<file path="src/rtl/seven_segment_scanner.sv">
// rtl/seven_segment_scanner.sv - 4-digit multiplexed 7-segment driver with blanking and frame snapshot
module seven_segment_scanner #(
    parameter int SCAN_PERIOD  = 50000,
    parameter int BLANK_CYCLES = 500
) (
    input  logic        qzt_clk,
    input  logic        reset,
    input  logic        enable,
    input  logic [15:0] twoByteInput,
    input  logic [3:0]  dp_mask,
    input  logic        lz_blank,
    output logic [3:0]  anode,
    output logic [6:0]  segments,
    output logic        dp,
    output logic [1:0]  digit_index,
    output logic        frame_done
);
    localparam int CW = (SCAN_PERIOD > 1) ? $clog2(SCAN_PERIOD) : 1;

    typedef enum logic {BLANK, SHOW} state_t;

    state_t      state_q, state_d;
    logic [CW-1:0] cnt_q, cnt_d;
    logic [1:0]  dig_q, dig_d;
    logic [15:0] shadow_q, shadow_d;
    logic [3:0]  anode_q, anode_d;
    logic [6:0]  seg_q, seg_d;
    logic        dp_q, dp_d;

    logic        wrap, frame_end;
    logic [3:0]  nibble;
    logic [3:0]  lz_hide;

    function automatic logic [6:0] decode(input logic [3:0] n);
        case (n)
            4'd0:    decode = 7'b1000000;
            4'd1:    decode = 7'b1111001;
            4'd2:    decode = 7'b0100100;
            4'd3:    decode = 7'b0110000;
            4'd4:    decode = 7'b0011001;
            4'd5:    decode = 7'b0010010;
            4'd6:    decode = 7'b0000010;
            4'd7:    decode = 7'b1111000;
            4'd8:    decode = 7'b0000000;
            4'd9:    decode = 7'b0010000;
            default: decode = 7'b0111111;
        endcase
    endfunction

    assign wrap      = (cnt_q == CW'(SCAN_PERIOD - 1));
    assign frame_end = wrap && (dig_q == 2'd3);
    assign nibble    = shadow_q[{dig_q, 2'b00} +: 4];

    // A digit hides only while it and every more-significant digit are zero.
    assign lz_hide[3] = lz_blank && (shadow_q[15:12] == 4'd0);
    assign lz_hide[2] = lz_hide[3] && (shadow_q[11:8] == 4'd0);
    assign lz_hide[1] = lz_hide[2] && (shadow_q[7:4] == 4'd0);
    assign lz_hide[0] = 1'b0;

    always_comb begin
        state_d  = state_q;
        cnt_d    = cnt_q;
        dig_d    = dig_q;
        shadow_d = shadow_q;
        anode_d  = 4'b1111;
        seg_d    = 7'h7F;
        dp_d     = 1'b1;
        if (enable) begin
            cnt_d = wrap ? '0 : cnt_q + 1'b1;
            dig_d = wrap ? dig_q + 2'd1 : dig_q;
            if (frame_end) begin
                shadow_d = twoByteInput;
            end
            case (state_q)
                BLANK:   if (cnt_q == CW'(BLANK_CYCLES - 1)) state_d = SHOW;
                SHOW:    if (wrap) state_d = BLANK;
                default: state_d = BLANK;
            endcase
            if (state_q == SHOW) begin
                anode_d = ~(4'b0001 << dig_q);
                seg_d   = lz_hide[dig_q] ? 7'h7F : decode(nibble);
                dp_d    = ~dp_mask[dig_q];
            end
        end
    end

    always_ff @(posedge qzt_clk) begin
        if (reset) begin
            state_q  <= BLANK;
            cnt_q    <= '0;
            dig_q    <= 2'd0;
            shadow_q <= 16'h0000;
            anode_q  <= 4'b1111;
            seg_q    <= 7'h7F;
            dp_q     <= 1'b1;
        end else begin
            state_q  <= state_d;
            cnt_q    <= cnt_d;
            dig_q    <= dig_d;
            shadow_q <= shadow_d;
            anode_q  <= anode_d;
            seg_q    <= seg_d;
            dp_q     <= dp_d;
        end
    end

    assign anode       = anode_q;
    assign segments    = seg_q;
    assign dp          = dp_q;
    assign digit_index = dig_q;
    assign frame_done  = enable && !reset && frame_end;

endmodule

</file>
<file path="config.mk">
export PLATFORM = sky130hd
export DESIGN_NAME = seven_segment_scanner
export DESIGN_NICKNAME = d
export VERILOG_FILES = /design/src/rtl/seven_segment_scanner.sv
export SDC_FILE = /design/constraint.sdc
export NUM_CORES = 1
export LEC_CHECK = 0
export ABC_AREA = 1
export CAP_MARGIN = 40
export CORE_UTILIZATION = 47
export CTS_CLUSTER_SIZE = 14
export DETAILED_ROUTE_END_ITERATION = 8
export PLACE_DENSITY = 0.73
export SETUP_SLACK_MARGIN = 0.4
export SYNTH_ARGS = -nofsm -noshare
export SYNTH_HDL_FRONTEND = slang
export SYNTH_SLANG_ARGS = --single-unit
export TNS_END_PERCENT = 100
</file>
<file path="constraint.sdc">
create_clock -name qzt_clk -period 1.88 [get_ports qzt_clk]
set_input_delay 0.282 -clock qzt_clk [delete_from_list [all_inputs] [get_ports qzt_clk]]
set_output_delay 0.282 -clock qzt_clk [all_outputs]
set_load 0.01 [all_outputs]
</file>
==> summary.md, run 1 <==
| Metric | Value |
|---|---|
| Status | `finished, final reports clean` |
| Met1 usage | `32.1%` |
| TNS Setup | `0 ns` |
| Peak Freq | `599 MHz` |
| Post-Syn Area | `2430 um2` |
| Routability cong. | `0.894` |
| RSZ-0062 raised after global routing | `yes` |
| Peak VDD IR | `0.453 mV` |
| Seq/Total Area, Yosys | `38.8%` |
| Die area | `5460 um2` |
| Hold buffers post-CTS | `0` |
| Commonest cells after routing, fill and taps aside | `nand2_1 (100), nor2_1 (62), dfxtp_1 (40)` |
| ANT nets after route | `0` |
| Chip Width | `73.9 um` |
| Row cnt | `25` |
| Max_slew headroom | `76.4%` |
| Main flop type after synthesis | `dfxtp_1` |
| Worst slew pin tran | `0.352 ns` |
| CP Data Required Time | `1.60 ns` |
| Final min period | `1.67 ns` |
| Max Cap Violations | `0` |
| Critical path class | `flop to primary output` |
| Slew Limit Fails | `0` |
| Port Buffers | `38` |
| Post-Synthesis Cells | `363` |
| Core ar. | `4850 um2` |
| Post-synth net total | `397` |
| Grt met2 use | `33.6%` |
| Avg WL per Cell | `12.9 um` |
| Yosys synthesis warning count | `0` |
| Root Buffer | `clkbuf_8` |
| Post-Layout Cell Count | `509` |
| Initial Utilization | `50.1%` |
| Critical Path Fanout Max | `3` |
| Setup crit start kind | `flop` |
| Commonest non-fill, non-tap cell in the layout | `nand2_1` |
| Pwr Density | `524 nW/um2` |
| Worst-path clk slew | `0.09 ns` |
| Tot GR Track Use | `22.1%` |
| Crit-path cells | `inv_2, nand2_2, nor3_4, nand4_4, nor2_4, buf_6` |
| FFs w/ async S/R, synth | `0%` |
| Top post-synthesis cells by area | `dfxtp_1 (39%), nand2_1 (16%), nor2_1 (12%), inv_1 (6.3%), nand3_1 (6.2%)` |
| DR iter-0 viols | `142` |
| Clk_skew | `0.00446 ns` |
| CTS buffer count | `5` |
| Biggest area consumer among synthesized cells | `dfxtp_1` |
| Area growth from synthesis to layout | `48.1%` |
| EDFF count, synth | `0` |
| Critical path endpoint category | `primary output` |
| Drc violations | `0` |
| CTS tree | `yes` |
| CP max-delay cell | `dfxtp_2` |
| Clock Tree Buf Depth | `2` |
| Post-Route WL | `6580 um` |
| Clock Sink Count | `47` |
| Placed insts | `480` |
| Clk_lat worst skew | `0.30 ns` |
| Util after Layout | `74.2%` |
| Share of cells above drive strength 1 | `24.2%` |
| Io pins | `39` |
| Period Utilization, post-route | `88.7%` |
| Global-route congestion overflow total | `0` |
| Via Count | `2,493` |
| Synth Register Bits | `47` |
| Avg Inst Size Synth | `6.69 um2` |
| Vias per inst | `4.90` |
| Leakage power | `1.62 nW` |
| Number of detailed-route iterations in the first pass | `4` |
| Final hold viol count | `0` |
| Post-synth top area share | `38.8%` |
| Die extent in y | `73.9 um` |
| Yosys cell types | `27` |
| DP HPWL | `3940 um` |
| CP peak stage delay | `0.34 ns` |
| First-pass GRT wire length | `9390 um` |
| Final setup fails | `0` |
| Gr busiest metal | `met2` |
| Initial antenna violation count | `0` |
| Largest net degree at the start of global routing | `33` |
| H-Tree Depth | `2` |
| Crit path DAT | `1.39 ns` |
| Worst Hold Class | `flop to flop` |
| Ant. Diodes | `0` |
| Met3 GRT Util | `3.16%` |
| Nets | `475` |
| Vias in the first global route | `2,155` |
[where the power goes]
group	internal, W	total [W]	switching, W
logic	0.0000640	0.000107	0.0000428
registers	0.000996	0.00100	0.00000389
clock network	0.000431	0.000778	0.000347
total	0.00149	0.00188	0.000394
[per-layer routing]
metal  routed length (um)  part of all wire [%]
met1                 3080                    47
met2                 3060                    46
met3                  328                   5.0
met4                  118                   1.8
met5                    0                     0
[final timing paths]
check             startpoint           end  slack [ns]  cells after the start
hold reg to reg      state_q       state_q        0.54                      2
setup / recovery    cnt_q[4]    frame_done        0.21                      6
hold / removal       state_q       state_q        0.54                      2
setup reg to reg    cnt_q[4]  shadow_q[12]        0.31                     10
[metrics by stage]
step | total power [W] | worst slack [ns] | hold WS [ns] | area [um2]
global placement | 0.00112 | -0.269 | 0.505 | 3010
CTS | 0.00189 | 0.218 | 0.527 | 3260
floorplan | 0.00105 | 0.400 | 0.354 | 2470
global route | 0.00195 | 0.157 | 0.558 | 3600
detailed placement | 0.00112 | -0.278 | 0.511 | 3010
finish | 0.00188 | 0.212 | 0.538 | 3600
[synthesized netlist by cell type (2+ instances only)]
library cell and count:
o21ai_0 11, nand2_2 4, nor2_1 76, nand3_1 30, a21oi_1 4, buf_6 3, nor3_1 7, nand4_1 2
xor2_1 5, inv_1 41, buf_4 2, buf_2 4, dfxtp_1 47, ha_1 10, nand2_1 105
[registers in the layout (all words and copies together) (netlist names)]
name         flops
anode            4
cnt_q           16
digit_index      2
dp               1
segments         7
shadow_q        16
state_q          1
[kinds of logic after synthesis]
group | Yosys count | share of synthesized area, %
adders and majority gates | 10 | 5.15
and+or+nand+nor | 231 | 40.4
DFF | 47 | 38.8
AOI/OAI and AO/OA | 17 | 3.66
muxes | 1 | 0.567
xor gates and xnor gates | 6 | 2.16
buffers and inverters | 51 | 9.33
[area by class of cell]
type | instances | area (um2)
multi-input combinational | 265 | 1480
fill | 367 | 1250
sequential | 47 | 955
timing repair buffer | 80 | 777
inverter | 42 | 181
tap | 67 | 83.8
clock buffer | 6 | 82.6
clock inverter | 2 | 35.0
[repair_timing]
action / in CTS / in global routing
endpoints found under the setup margin: 36 / 41
pin swaps: 5 / 23
gates cloned: 0 / 3
resized for setup: 27 / 49
setup buffers: 7 / 11
[worst max-delay path: cells and delay by family (launching register included)]
family / cells / cell delay [ns]
flops: 1 / 0.34
buf+inv: 2 / 0.17
simple gates: 4 / 0.56
Note: power is estimated with default switching activity, not from simulation.
==> run 2, diff against run 1 <==
Settings changed: ABC_AREA 1 to unset, PLACE_DENSITY 0.73 to 0.74.
==> run 2 against run 1 <==
The run now ends with setup timing left. Highest routed layer unchanged. Flip-flop and latch count is the same. Register-to-register slack lost 0.41 ns. Clock power shrank 23%.
==> summary.md, run 2 <==
| Metric | Value |
|---|---|
| Post-Route WL | `6740 um (was 6580 um)` |
| Yosys synthesis warning count | `0 (unchanged)` |
| Seq/Total Area, Yosys | `39.9% (was 38.8%)` |
| Chip Width | `72.9 um (was 73.9 um)` |
| Top post-synthesis cells by area | `dfxtp_1 (40%), nand4_1 (6.6%), ha_1 (5.3%), o31ai_1 (5.1%), xnor2_1 (4.8%) (was dfxtp_1 (39%), nand2_1 (16%), nor2_1 (12%), inv_1 (6.3%), nand3_1 (6.2%))` |
| R2R cell count | `12 (was 10)` |
| Post-Synthesis Cells | `257 (was 363)` |
| R2r startpoint | `cnt_q[10] (was cnt_q[4])` |
| Port Buffers | `38 (unchanged)` |
| Tot GR Track Use | `23.7% (was 22.1%)` |
| Vias in the first global route | `2,066 (was 2,155)` |
| Biggest area consumer among synthesized cells | `dfxtp_1 (unchanged)` |
| Max_slew headroom | `71.9% (was 76.4%)` |
| Nets | `366 (was 475)` |
| Die area | `5310 um2 (was 5460 um2)` |
| Pwr Density | `479 nW/um2 (was 524 nW/um2)` |
| Setup crit start kind | `flop (unchanged)` |
| Hold buffers post-CTS | `0 (unchanged)` |
| Clock Sink Count | `47 (unchanged)` |
| Commonest cells after routing, fill and taps aside | `dfxtp_1 (38), clkdlybuf4s50_1 (35), buf_4 (33) (was nand2_1 (100), nor2_1 (62), dfxtp_1 (40))` |
| Period Utilization, post-route | `105% (was 88.7%)` |
| Area growth from synthesis to layout | `52.4% (was 48.1%)` |
| Synth Register Bits | `47 (unchanged)` |
| CP Data Required Time | `2.07 ns (was 1.60 ns)` |
| Reg-to-reg slack, setup | `-0.1 ns (was 0.31 ns)` |
| Clk_skew | `0.00944 ns (was 0.00446 ns)` |
| Avg WL per Cell | `16.9 um (was 12.9 um)` |
| Initial antenna violation count | `0 (unchanged)` |
| Yosys cell types | `39 (was 27)` |
| Setup crit start | `cnt_q[10] (was cnt_q[4])` |
| Worst hold slack | `0.474 ns (was 0.538 ns)` |
| CTS buffer count | `5 (unchanged)` |
| CP max-delay cell | `dfxtp_2 (unchanged)` |
| Final hold viol count | `0 (unchanged)` |
| Critical path endpoint category | `flop (was primary output)` |
| DR iter-0 viols | `110 (was 142)` |
| Max Cap Violations | `0 (unchanged)` |
| Vias per inst | `5.71 (was 4.90)` |
| Worst-path clk slew | `0.08 ns (was 0.09 ns)` |
| Top cell by count, worst path | `buf_6` |
| FFs w/ async S/R, synth | `0% (unchanged)` |
| H-Tree Depth | `2 (unchanged)` |
| Routability cong. | `0.822 (was 0.894)` |
| Worst setup margin | `-0.0988 ns (was 0.212 ns)` |
| Io pins | `39 (unchanged)` |
| Peak Freq | `505 MHz (was 599 MHz)` |
| CTS tree | `yes (unchanged)` |
| Share of cells above drive strength 1 | `36.9% (was 24.2%)` |
| First-pass GRT wire length | `9590 um (was 9390 um)` |
| Most common cell in the synthesized netlist | `dfxtp_1 (was nand2_1)` |
| CP peak stage delay | `0.34 ns (about the same)` |
| Status | `finished, violations left (was finished, final reports clean)` |
| Commonest non-fill, non-tap cell in the layout | `dfxtp_1 (was nand2_1)` |
| Hold EP | `shadow_q[2] (was state_q)` |
| EDFF count, synth | `0 (unchanged)` |
| Row cnt | `25 (unchanged)` |
| Number of detailed-route iterations in the first pass | `4 (unchanged)` |
| Setup WS pre-CTS | `-0.430 ns (was -0.278 ns)` |
| Worst slew pin tran | `0.418 ns (was 0.352 ns)` |
| Failing checks | `setup timing` |
| Post-synth top area share | `39.9% (was 38.8%)` |
| DP HPWL | `3950 um (was 3940 um)` |
| Leakage power | `1.24 nW (was 1.62 nW)` |
| Clk_lat worst skew | `0.31 ns (was 0.30 ns)` |
| Ant. Diodes | `0 (unchanged)` |
| Global-route congestion overflow total | `0 (unchanged)` |
| Critical path class | `flop to flop (was flop to primary output)` |
| Post-Syn Area | `2360 um2 (was 2430 um2)` |
| Final min period | `1.98 ns (was 1.67 ns)` |
| Clock Tree Buf Depth | `2 (unchanged)` |
| Avg Inst Size Synth | `9.19 um2 (was 6.69 um2)` |
| RSZ-0062 raised after global routing | `yes (unchanged)` |
| Via Count | `2,282 (was 2,493)` |
| Initial Utilization | `49.3% (was 50.1%)` |
| TNS Setup | `-1.30 ns (was 0 ns)` |
| Commonest cells in the netlist | `dfxtp_1 (47), nand4_1 (25), nor2_1 (22) (was nand2_1 (105), nor2_1 (76), dfxtp_1 (47))` |
| Reg-to-Reg End | `shadow_q[4] (was shadow_q[12])` |
| Worst Hold Class | `flop to flop (unchanged)` |
| Hold path start | `shadow_q[2] (was state_q)` |
| Slew Limit Fails | `0 (unchanged)` |
| ANT nets after route | `0 (unchanged)` |
| Util after Layout | `75.2% (was 74.2%)` |
| Post-synth net total | `291 (was 397)` |
| Final setup fails | `18 (was 0)` |
| Largest net degree at the start of global routing | `22 (was 33)` |
| Peak VDD IR | `0.408 mV (was 0.453 mV)` |
| Core ar. | `4790 um2 (was 4850 um2)` |
| Crit path DAT | `2.17 ns (was 1.39 ns)` |
| Hold Path Cell Cnt | `2 (unchanged)` |
| Die extent in y | `72.9 um (was 73.9 um)` |
| Drc violations | `0 (unchanged)` |
| Main flop type after synthesis | `dfxtp_1 (unchanged)` |
| Root Buffer | `clkbuf_8 (unchanged)` |
| Critical Path Fanout Max | `18 (was 3)` |
| Crit-path cells | `nor4_4, buf_4, buf_6, buf_6, buf_6, buf_6, buf_6, buf_6, nand3_4, buf_12, o31ai_2, a21oi_1 (was inv_2, nand2_2, nor3_4, nand4_4, nor2_4, buf_6)` |
-- run 2: worst max-delay path, delay by kind of cell, from the launching register on --
family	cells	cell delay (ns)
AO/OA/AOI/OAI	2	0.33
AND/OR/NAND/NOR	2	0.38
buffers and inverters	8	0.82
flip-flops	1	0.34
-- run 2: repair_timing --
item / in CTS / in global routing
pin swaps: 12 / 11
setup endpoints to repair: 45 / 43
gates resized for setup: 35 / 50
gates cloned: 0 / 1
setup buffers: 10 / 3
-- run 2: worst max path at each step --
stage	end	slack, ns	cells past startpoint
after floorplan	segments[3]	0.03	8
after global placement	frame_done	-0.45	6
after detailed placement	frame_done	-0.43	6
after CTS	frame_done	-0.08	6
after global routing	shadow_q[4]	-0.21	12
final	shadow_q[4]	-0.1	12
-- run 2: cell families (layout without fill, tap and decap cells) --
kind of cell	after synthesis	count (layout)	share of synthesized area [%]
and+or+nand+nor	98	98	22.8
DFF	47	47	39.9
AOI/OAI and AO/OA	46	46	12.7
buffers and inverters	31	107	6.15
xor gates and xnor gates	15	15	5.56
adders and majority gates	10	10	5.30
muxes	10	10	7.63
-- run 2: metrics by stage --
step,total power (W),area (um2),instances
6_report,0.00172,3600,400
5_1_grt,0.00177,3600,400
4_1_cts,0.00170,3330,396
3_5_place_dp,0.00112,3050,378
3_3_place_gp,0.00112,3050,378
2_1_floorplan,0.00105,2430,257
-- run 2: area by class of cell --
class | instances | area [um2]
timing repair buffer | 89 | 867
multi-input combinational | 179 | 1570
tap | 67 | 83.8
inverter | 10 | 41.3
sequential | 47 | 957
clock inverter | 3 | 15.0
clock buffer | 5 | 68.8
fill | 331 | 1190
-- run 2: report_power, final --
group	internal (W)	switching (W)	total [W]
sequential	0.000997	0.00000551	0.00100
combinational	0.0000712	0.0000464	0.000118
clock	0.000253	0.000349	0.000602
-- run 2: metal layers --
layer,wire length [um],part of all wire [%],up-vias,track usage [%]
li1,-,-,1087,-
met1,2840,42,1115,29.8
met2,3530,52,67,39.4
met3,260,3.9,13,4.01
met4,114,1.7,0,11.5
met5,0,0,-,0
